===== src/rtl/seg_scan_driver.sv =====
// seg_scan_driver: double-buffered, blanked multiplex scanner for a 7-seg digit bank.
// Define SEG_LEADING_ZERO_BLANK_EN to hide digits above the highest non-zero code.
module seg_scan_driver #(
  parameter int NUM_DIGITS   = 8,
  parameter int SCAN_DIV     = 100000,
  parameter int BLANK_CYCLES = 1000
) (
  input  logic                    clk_input,
  input  logic                    rst,
  input  logic [4*NUM_DIGITS-1:0] digit_data,
  input  logic [NUM_DIGITS-1:0]   digit_en,
  input  logic [NUM_DIGITS-1:0]   dp,
  input  logic                    load,
  output logic [NUM_DIGITS-1:0]   Enable,
  output logic [7:0]              SevenSeg,
  output logic                    frame_done
);
  localparam int CW = $clog2(SCAN_DIV);
  localparam int IW = NUM_DIGITS > 1 ? $clog2(NUM_DIGITS) : 1;
  localparam int BW = 6 * NUM_DIGITS;
  typedef enum logic {S_BLANK, S_ON} state_t;
  state_t                r_state, w_state_nxt;
  logic [CW-1:0]         r_cnt, w_cnt_nxt;
  logic [IW-1:0]         r_idx, w_idx_nxt;
  logic                  w_last, w_wrap, r_pend_valid, r_frame_done;
  logic [BW-1:0]         r_act, r_pend, w_act_nxt, w_in;
  logic [4*NUM_DIGITS-1:0] w_act_data;
  logic [NUM_DIGITS-1:0] w_act_en, w_act_dp, w_vis, r_enable;
  logic [7:0]            r_seg;
  logic [3:0]            w_code;

  function automatic logic [6:0] dec(input logic [3:0] c);
    case (c)
      4'h0: dec = 7'h3F; 4'h1: dec = 7'h06; 4'h2: dec = 7'h5B; 4'h3: dec = 7'h4F;
      4'h4: dec = 7'h66; 4'h5: dec = 7'h6D; 4'h6: dec = 7'h7D; 4'h7: dec = 7'h27;
      4'h8: dec = 7'h7F; 4'h9: dec = 7'h6F; 4'hA: dec = 7'h77; 4'hB: dec = 7'h7C;
      4'hC: dec = 7'h39; 4'hD: dec = 7'h5E; 4'hE: dec = 7'h79; default: dec = 7'h71;
    endcase
  endfunction

  assign w_in = {digit_data, digit_en, dp};
  assign {w_act_data, w_act_en, w_act_dp} = r_act;

  always_comb begin
    w_last      = r_cnt == CW'(SCAN_DIV - 1);
    w_wrap      = w_last && r_idx == IW'(NUM_DIGITS - 1);
    w_cnt_nxt   = w_last ? '0 : r_cnt + 1'b1;
    w_idx_nxt   = w_wrap ? '0 : r_idx + IW'(w_last);
    w_state_nxt = w_cnt_nxt < CW'(BLANK_CYCLES) ? S_BLANK : S_ON;
    w_act_nxt   = !w_wrap ? r_act : load ? w_in : r_pend_valid ? r_pend : r_act;
    w_code      = w_act_data[r_idx*4 +: 4];
  end

`ifdef SEG_LEADING_ZERO_BLANK_EN
  logic [NUM_DIGITS-1:0] r_lz_mask;
  // Mask keeps digit 0 and every digit at or below the highest non-zero code.
  function automatic logic [NUM_DIGITS-1:0] lz_mask(input logic [BW-1:0] a);
    logic seen;
    seen    = 1'b0;
    lz_mask = NUM_DIGITS'(1);
    for (int i = NUM_DIGITS - 1; i > 0; i--) begin
      seen       = seen || a[2*NUM_DIGITS + 4*i +: 4] != 4'h0;
      lz_mask[i] = seen;
    end
  endfunction
  always_ff @(posedge clk_input) begin
    if (!rst)
      r_lz_mask <= NUM_DIGITS'(1);
    else if (w_wrap)
      r_lz_mask <= lz_mask(w_act_nxt);
  end
  assign w_vis = w_act_en & r_lz_mask;
`else
  assign w_vis = w_act_en;
`endif

  always_ff @(posedge clk_input) begin
    if (!rst) begin
      r_state      <= BLANK_CYCLES == 0 ? S_ON : S_BLANK;
      r_cnt        <= '0;
      r_idx        <= '0;
      r_act        <= '0;
      r_pend       <= '0;
      r_pend_valid <= 1'b0;
      r_frame_done <= 1'b0;
      r_enable     <= '0;
      r_seg        <= '0;
    end else begin
      r_state      <= w_state_nxt;
      r_cnt        <= w_cnt_nxt;
      r_idx        <= w_idx_nxt;
      r_act        <= w_act_nxt;
      r_pend       <= load ? w_in : r_pend;
      r_pend_valid <= !w_wrap && (r_pend_valid || load);
      r_frame_done <= w_wrap;
      r_enable     <= r_state == S_ON && w_vis[r_idx] ? NUM_DIGITS'(1) << r_idx : '0;
      r_seg        <= r_state == S_ON ? {w_act_dp[r_idx], dec(w_code)} : '0;
    end
  end

  assign Enable     = r_enable;
  assign SevenSeg   = r_seg;
  assign frame_done = r_frame_done;
endmodule


===== config.mk =====
export PLATFORM = sky130hd
export DESIGN_NAME = seg_scan_driver
export DESIGN_NICKNAME = d
export VERILOG_FILES = /design/src/rtl/seg_scan_driver.sv
export SDC_FILE = /design/constraint.sdc
export NUM_CORES = 1
export LEC_CHECK = 0
export BUFFER_PORTS_ARGS = -buffer_cell sky130_fd_sc_hd__clkbuf_2
export CORE_ASPECT_RATIO = 0.5
export CORE_MARGIN = 5
export CORE_UTILIZATION = 45
export DETAILED_ROUTE_END_ITERATION = 7
export HOLD_SLACK_MARGIN = 0.12
export MAX_ROUTING_LAYER = met4
export PLACE_DENSITY = 0.63
export SKIP_CTS_REPAIR_TIMING = 1
export SLEW_MARGIN = 20
export SYNTH_ARGS = -nofsm -noshare
export SYNTH_HDL_FRONTEND = slang
export SYNTH_SLANG_ARGS = --single-unit

===== constraint.sdc =====
create_clock -name clk_input -period 4.3 [get_ports clk_input]
set_input_delay 0.215 -clock clk_input [delete_from_list [all_inputs] [get_ports clk_input]]
set_output_delay 0.215 -clock clk_input [all_outputs]
set_load 0.005 [all_outputs]

==> results, run 1 <==
- The flow ran to the end, and the final reports show no timing, DRC or antenna violations.
- For this design, the slowest cell found on the critical path is dfxtp_1.
- The weighted congestion reported at the end of routability-driven placement is between 0.7 and 0.8.
- Once detailed placement completed, the half-perimeter wirelength came to about 8000 um.
- Net switching is 19.9% of the power.
- The reg-to-reg startpoint is r_idx[0].
- In the global route stage, overall resource usage came out at between 10% and 20%.
- The worst setup path is captured at a flip-flop.
- The summed instance area of the synthesized netlist is 5950 um2.
- The clock period minus final worst setup slack is around 2900 ps.
- The post-synthesis cell type with the largest combined area is dfxtp_1.
- Input and output buffers added on the ports amount to 67.
- The share of total power in sequential cells is 42.1%.
- The starting DRC count in detailed routing is 194.
- The top-area cell type share of the netlist area is 45.4%.
- The path depth of the worst reg2reg path is 8.
- The reported leakage power is slightly below 0.003 uW.
- The signed area change from the synthesized netlist to the final layout is 19.3%.
- The first-pass GRT wire length is 20200 um.
- Overall power consumption after layout is estimated at ~3100 uW.
- The summed area of non-filler cells in the final layout is 7090 um2.
- Cells with a size suffix above 1 make up 19.8% of the layout.
- The highest ir drop seen on vdd is 224 uV.
- Entering global routing, the biggest net connects 60 pins.
- The proportion of register bits with asynchronous set or reset after synthesis is 0%.
- In the final routed layout, each cell accounts on average for approximately 14 um.
- For the pin with the worst max-slew slack, the measured transition is 974 ps.
- The die covers 15800 um2.
- The count of final hold-check violations came to 0.
- The worst hold path passes through 3 cells.
- The clock tree synthesis step divided the H-tree into 4 levels.
- The placement row count is 29.
- In the synthesized netlist the dominant register cell turns out to be dfxtp_1.
- The number of antenna diodes in the final layout is 0.
- The cell area reported after detailed placement is 6290 um2.
- The via count of the first global-routing pass is 4009.
- The number of sinks driven by the clock tree is between 100 and 150.
- The starting utilization of the core area is 46.4%.
- The highest achievable clock rate is 348 MHz.
- In this run, synthesis inferred 0 flip-flops with an integrated enable.
- The clock buffer count from CTS is 17.
- The net count after synthesis is 657.
- For this design the ratio of total power to cell area is 432 nW/um2.
- The worst path setup slack after routing is roughly 1400 ps.
- Combinational cells account for 4.2% of the total power.
- Global routing finished with a remaining overflow of 0.
- In this run the register-to-register setup slack is 1430 ps.
- The cell-internal power is 2450 uW.
- The family of cells with the greatest summed delay on the critical path is multiplexers.
- The startpoint class of the critical path is a flip-flop.
- The number of warnings issued by yosys is 0.
- The number of buffer and inverter instances along the worst setup path is 1.
- The final layout contains routed wiring with a total length of 12000 um.
- After synthesis the netlist holds a flip-flop and latch count of roughly 140.
- The area of the core is 12800 um2.
- Yosys attributes the largest share of cell area to dfxtp_1, nor2b_1, mux2i_1.
- The number of iterations in the first detailed-routing pass is 4.
- The post-route worst hold slack is roughly 94 ps.
- The DRC violation count after routing is 0.
- The tool flagged a number of max-cap violations equal to 0.
- In this run the deepest clock path goes through 2 buffers.
- Of all nets on the critical path, the largest fanout is 17.
- Setup violations remaining at the end of the flow were counted as 0.
- The number of standard cells after synthesis is 596.
- In this run the count of I/O pins placed on the die edge is 68.
- In this run the worst hold path is classified as primary input to flip-flop.
- Setup repair after global routing left no endpoint under its margin.
- The startpoint of the lowest-slack hold path is digit_data[7].
- The worst-case hold path end point is r_pend[23].
- Headroom to the max-slew limit came out at 34.8%.
- Dividing the synthesized area by the synthesized cell count gives 9.98 um2.
- After layout, the worst path uses 66.8% of the clock period.
- The floorplan step set the die height to 91.3 um.
- Clock latency on the worst-skew pair, taken at its later pin, is 410 ps.
- Once detail routing completed, the nets flagged for antenna violations numbered 0.
- For the worst setup path, the data required time is approximately 4600 ps.
- The distinct cell type count of the synthesized netlist is 47.
- Walking the worst path, the cells encountered are mux4_2, mux2i_1, inv_1, ha_1, nor2b_1, a211oi_1, a21oi_1, nor2_1.
- The CTS tree is done.
- The initial antenna violation count was 0.
- The final number of max-transition violations was 0.
- The clock share of power is between 50% and 60%.
- In the routed layout, each cell is associated on average with a via count of between 4 and 5.
- For this run, the slowest stage of the critical path takes 880 ps.
- Clock skew on the completed layout was measured at 7.25 ps.
- The via total after detailed routing is 4107.
- The endpoint identified for the worst register-to-register timing path is SevenSeg[3].
- The net count of the finished layout is 716.
- The worst endpoint data arrival time is approximately 3200 ps.
- The analysis attributes to net switching a power of 608 uW.
- The sequential area share after synthesis is 45.4%.
- From left edge to right edge, the die measures 173 um.
- CTS placed an instance of clkbuf_16 at the clock tree root.
- The setup path with the least slack is of type flip-flop to flip-flop.
- Before CTS, the worst setup slack after placement is ~1400 ps.
- After clock tree synthesis, the clock-pin slew on the worst setup and hold paths is 60 ps.
- The aggregate negative setup slack is 0 ps.
## stage by stage
stage	utilization, %	std cells
floorplan	-	596
global placement	49.1	794
detailed placement	49.1	794
CTS	54.4	826
global route	55.4	838
finish	55.4	838
## worst reg2reg max path, cell delays in order (launching register included)
cell      delay, ps
dfxtp_1         880
mux4_2          590
mux2i_1         410
inv_1           150
ha_1            260
nor2b_1         140
a211oi_1        210
a21oi_1          60
nor2_1           90
## routing by layer
metal | global-route usage, % | part of all wire (%)
met1 | 21.2 | 51
met2 | 23.8 | 45
met3 | 5.23 | 4.0
met4 | 4.75 | 0.57
met5 | - | 0
## placed cells by master, fill, tap and decap left out, types with 2 or more instances in the layout
cell type      instances
a211oi_2               2
mux2i_4                2
nor3_1                 3
nand3_1                9
clkinvlp_4             4
and3_1                10
xnor2_1               13
nand2_1               22
dlygate4sd3_1         12
inv_1                 11
dfxtp_1              135
a21oi_1                3
o21a_1                43
and4_1                 4
and2_1                 9
nor2_1                81
mux4_2                10
nand4_1                5
buf_2                  2
xor2_1                 6
a21boi_1               5
buf_4                  3
o21ai_0                3
bufinv_16              5
clkbuf_2              65
ha_1                  10
clkbuf_8               5
nor3b_1                2
mux2i_1               47
clkbuf_16             17
nor2b_1               90
mux2_2                 6
a211oi_1               5
## state kept, by name, indices dropped and copies added (netlist names)
| name | cells |
|---|---|
| r_pend | 48 |
| r_idx | 3 |
| r_act | 48 |
| r_pend_valid | 1 |
| Enable | 8 |
| r_cnt | 17 |
| SevenSeg | 8 |
| frame_done | 1 |
| r_state | 1 |
## power groups by stage
stage               Combinational, uW  Clock (uW)  Sequential, uW
detailed placement                122           0            1320
finish                            129        1640            1290
global placement                  121           0            1320
floorplan                        82.2           0            1310
global route                      145        1740            1290
CTS                               122        1680            1290
## synthesized netlist by cell type, types with 2 or more instances
master	instances
nand4_1	5
mux4_2	10
o21a_1	43
xnor2_1	13
and2_1	9
a211oi_2	2
mux2i_1	47
nand3_1	9
nor3b_1	2
xor2_1	6
inv_1	11
a211oi_1	5
nor3_1	3
nor2b_1	90
mux2i_4	2
buf_6	11
nand2_1	22
ha_1	10
mux2_2	6
dfxtp_1	135
clkbuf_1	21
a21oi_1	3
buf_2	9
o21ai_0	3
and3_1	10
and4_1	4
nor2_1	81
a21boi_1	5
## final cells by class
cell class                 count  area, um2
fill                        1162       5720
clock inverter                10        189
sequential                   135       2700
inverter                      11       41.3
timing repair buffer          83        498
tap                          170        213
multi-input combinational    407       2950
clock buffer                  22        494
## how the worst max path moves through the flow
| stage | startpoint | end | slack (ps) | cells after the start |
|---|---|---|---|---|
| 4_1_cts | r_idx[0] | SevenSeg[3] | 1430 | 8 |
| 2_1_floorplan | r_idx[0] | SevenSeg[3] | 1950 | 10 |
| 5_1_grt | r_idx[0] | SevenSeg[3] | 1050 | 8 |
| 3_3_place_gp | r_idx[0] | SevenSeg[3] | 1470 | 8 |
| 6_report | r_idx[0] | SevenSeg[3] | 1430 | 8 |
| 3_5_place_dp | r_idx[0] | SevenSeg[3] | 1430 | 8 |
## cell families (layout without fill, tap and decap cells)
logic type	Yosys count	after routing	share of synthesized area [%]
AO/OA/AOI/OAI	70	70	8.73
XOR/XNOR	19	19	2.80
adder cells (fa/ha/maj)	10	10	2.10
buffers and inverters	54	126	5.07
flip-flops	135	135	45.4
multiplexers	65	65	13.6
AND/OR/NAND/NOR	243	243	22.3
Note: power is estimated with default switching activity, not from simulation.
==> run 2, diff against run 1 <==
--- a/config.mk
+++ b/config.mk
@@ -12,7 +12,7 @@
 export DETAILED_ROUTE_END_ITERATION = 7
 export HOLD_SLACK_MARGIN = 0.12
 export MAX_ROUTING_LAYER = met4
-export PLACE_DENSITY = 0.63
+export PLACE_DENSITY = 0.66
 export SKIP_CTS_REPAIR_TIMING = 1
 export SLEW_MARGIN = 20
 export SYNTH_ARGS = -nofsm -noshare
==> constraint.sdc (replaced) <==
create_clock -name clk_input -period 2.4 [get_ports clk_input]
set_input_delay 0.12 -clock clk_input [delete_from_list [all_inputs] [get_ports clk_input]]
set_output_delay 0.12 -clock clk_input [all_outputs]
set_load 0.005 [all_outputs]
==> run 2 against run 1 <==
Wire length up 1.3%; cell count up 5.6%; first-iteration DRC count up 8.8%; utilization up 3.3 points; non-clock buffer count up 47; register-to-register slack worse by 1200 ps; critical path depth unchanged; combinational power up 120%.
==> results, run 2 (same netlist as run 1, synthesis figures left out) <==
- The weighted congestion reported at the end of routability-driven placement is 0.884 (+11%).
- The height of the chip is 91.3 um (unchanged).
- The worst path setup slack after routing came to 188 ps (-1240 ps).
- The worst endpoint data arrival time came to 2490 ps (-720 ps).
- The share of cells above drive strength 1 is 20.3% (+0.52 points).
- The critical setup path kind is flip-flop to flip-flop.
- The detailed placement HPWL is 8290 um (+5.3%).
- The highest ir drop seen on vdd is 345 uV (+54%).
- The later-pin clock latency in the skew report came to 410 ps (about the same).
- The largest registers in the layout are r_act x48, r_pend x48, r_cnt x17.
- The combinational power share is 5.2% (+1.0 points).
- TritonCTS built the clock tree.
- The setup slack of the worst register-to-register path is 190 ps (-1240 ps).
- The clock buffer count from CTS came to 17 (unchanged).
- The clock transition at the registers of the reported paths was 60 ps (about the same).
- In this run the clock root is driven by a clkbuf_16.
- The global-route usage over all layers is 16.0% (-0.12 points).
- The post-route worst hold slack is 348 ps (+255 ps).
- The starting DRC count in detailed routing is 211 (+8.8%).
- The placement row count is 29 (unchanged).
- Following the worst setup path forward leads to its endpoint at SevenSeg[3].
- The number of antenna-violating nets in the routed design is 0 (unchanged).
- The required time at the worst-slack endpoint was 2680 ps (-1950 ps).
- The number of top-level design ports is 68 (unchanged).
- The most critical setup path has its startpoint at r_idx[0].
- The pin count of the biggest net entering global routing was 45 (-25%).
- The number of iterations in the first detailed-routing pass is 5 (+1).
- The final-report setup violation count came to 0 (unchanged).
- The average wire per standard cell is 13.7 um (-4.1%).
- The met2 routing resource usage after global routing was 24.0% (+0.16 points).
- After global routing, the most crowded layer is met2.
- In the layout the commonest cells are dfxtp_1, nor2b_1, nor2_1.
- The worst slack at placement came to 62.0 ps (-1370 ps).
- The worst setup path is launched from a flip-flop.
- The worst clock skew was 9.90 ps (+2.65 ps).
- The via total after detailed routing is 4282 (+4.3%).
- The signed area change from the synthesized netlist to the final layout is 26.4%.
- Setup repair after global routing left no endpoint under its margin.
- The count of buffers inserted at the top-level ports is 67 (unchanged).
- The tightest min-delay check is of the primary input to flip-flop type.
- The via count of the first global-routing pass is 4197 (+4.7%).
- The number of diodes added for antenna fixing came to 0 (unchanged).
- The reported leakage power is 0.00317 uW (+6.7%).
- The number of sinks driven by the clock tree is 135 (unchanged).
- The net switching power came to 1100 uW (+80%).
- The fraction of power spent switching nets came to 20.4% (+0.58 points).
- The highest fanout seen on the critical path is 8 (-9).
- The number of H-tree levels is 4 (unchanged).
- The starting utilization of the core area is 46.4% (unchanged).
- The aggregate negative setup slack is 0 ps (unchanged).
- The clock period minus final worst setup slack was 2210 ps (-662 ps).
- The total power is 5360 uW (+75%).
- The sequential cell area is 2710 um2 (about the same).
- The path depth of the worst reg2reg path was 8 (unchanged).
- The reg-to-reg endpoint is SevenSeg[3].
- The measured slew at the worst slew-check pin is 654 ps (-320 ps).
- The cell-internal power came to 4270 uW (+74%).
- The final critical-path share of the clock period is 92.2% (+25 points).
- The die outline width came to 173 um (unchanged).
- The run finished with clean final reports.
- The area of the core is 12800 um2 (unchanged).
- The number of nets in the layout is 763 (+6.6%).
- The met3 demand-to-capacity share in global routing came to 4.65% (-0.58 points).
- The initial antenna violation count is 0 (unchanged).
- The first-pass GRT wire length is 20200 um (+0.13%).
- The count of fill cells added during filler insertion is 1083 (-6.8%).
- The cell area power density is 713 nW/um2 (+65%).
- The highest achievable clock rate is 452 MHz (+30%).
- The largest buffer count on any clock path is 2 (unchanged).
- The count of final hold-check violations came to 0 (unchanged).
- The met1 demand-to-capacity share in global routing was 21.0% (-0.24 points).
- The commonest non-fill, non-tap cell in the layout is dfxtp_1.
- The total wirelength of the detailed-routed design was 12100 um (+1.3%).
- The ratio of routed vias to standard cells is 4.84 (-1.3%).
- The worst register-to-register path begins at r_idx[0].
- The number of maximum-capacitance constraint violations was 0 (unchanged).
- The final number of max-transition violations is 0 (unchanged).
- The DRC violation count after routing is 0 (unchanged).
- STA classifies the critical path endpoint as a flip-flop.
- The total congestion overflow after global routing is 0 (unchanged).
- The area used by multi-input combinational logic is 2950 um2 (unchanged).
- The share of total power in sequential cells was 43.1% (+1.0 points).
- The clock share of power is 51.7% (-2.0 points).
- The worst relative slew slack was 56.4% (+22 points).
- The final core utilization was 58.7% (+3.3 points).
- The die outline area is 15800 um2 (unchanged).
==> run 2: worst min-delay path by stage <==
stage                               from         end  slack (ps)  cells past startpoint
after global routing                 rst   r_act[42]         380                      2
after CTS                 digit_data[18]  r_pend[34]         -30                      3
after detailed placement  digit_data[18]  r_pend[34]         410                      3
after floorplan              digit_en[2]  r_pend[10]         310                      2
after global placement    digit_data[20]  r_pend[36]         410                      3
final                                rst   r_act[42]         350                      2
==> run 2: routing by layer <==
layer	wire length (um)	vias to the layer above
li1	-	2212
met1	6200	2006
met5	0	-
met3	422	9
met4	85	0
met2	5430	55
==> run 2: cell type report <==
cell class              count  share of cell area (%)
flip-flops and latches    135                    36.0
well taps                 170                    2.83
inverters                  11                   0.549
multi-input cells         407                    39.3
clock inverters            12                    2.31
clock buffers              20                    6.21
repair buffers            130                    12.8
==> run 2: power by group through the flow <==
stage | registers (uW) | clock network, uW | logic (uW)
floorplan | 2350 | 0 | 147
global placement | 2360 | 0 | 218
detailed placement | 2360 | 0 | 221
CTS | 2310 | 2830 | 222
global route | 2320 | 2930 | 311
finish | 2310 | 2770 | 280
==> run 2: worst max-delay path, cell delays in order (launching register included) <==
cell	delay, ps
dfxtp_2	440
mux4_2	520
mux2_2	330
inv_1	140
ha_1	280
nor2_1	120
a21oi_1	50
a21oi_1	160
nor2_1	50
==> run 2: per-stage QoR <==
step	instance area [um2]	instances
after floorplan	5950	596
after global placement	6400	805
after detailed placement	6400	805
after CTS	7040	837
after global routing	7520	885
final	7520	885
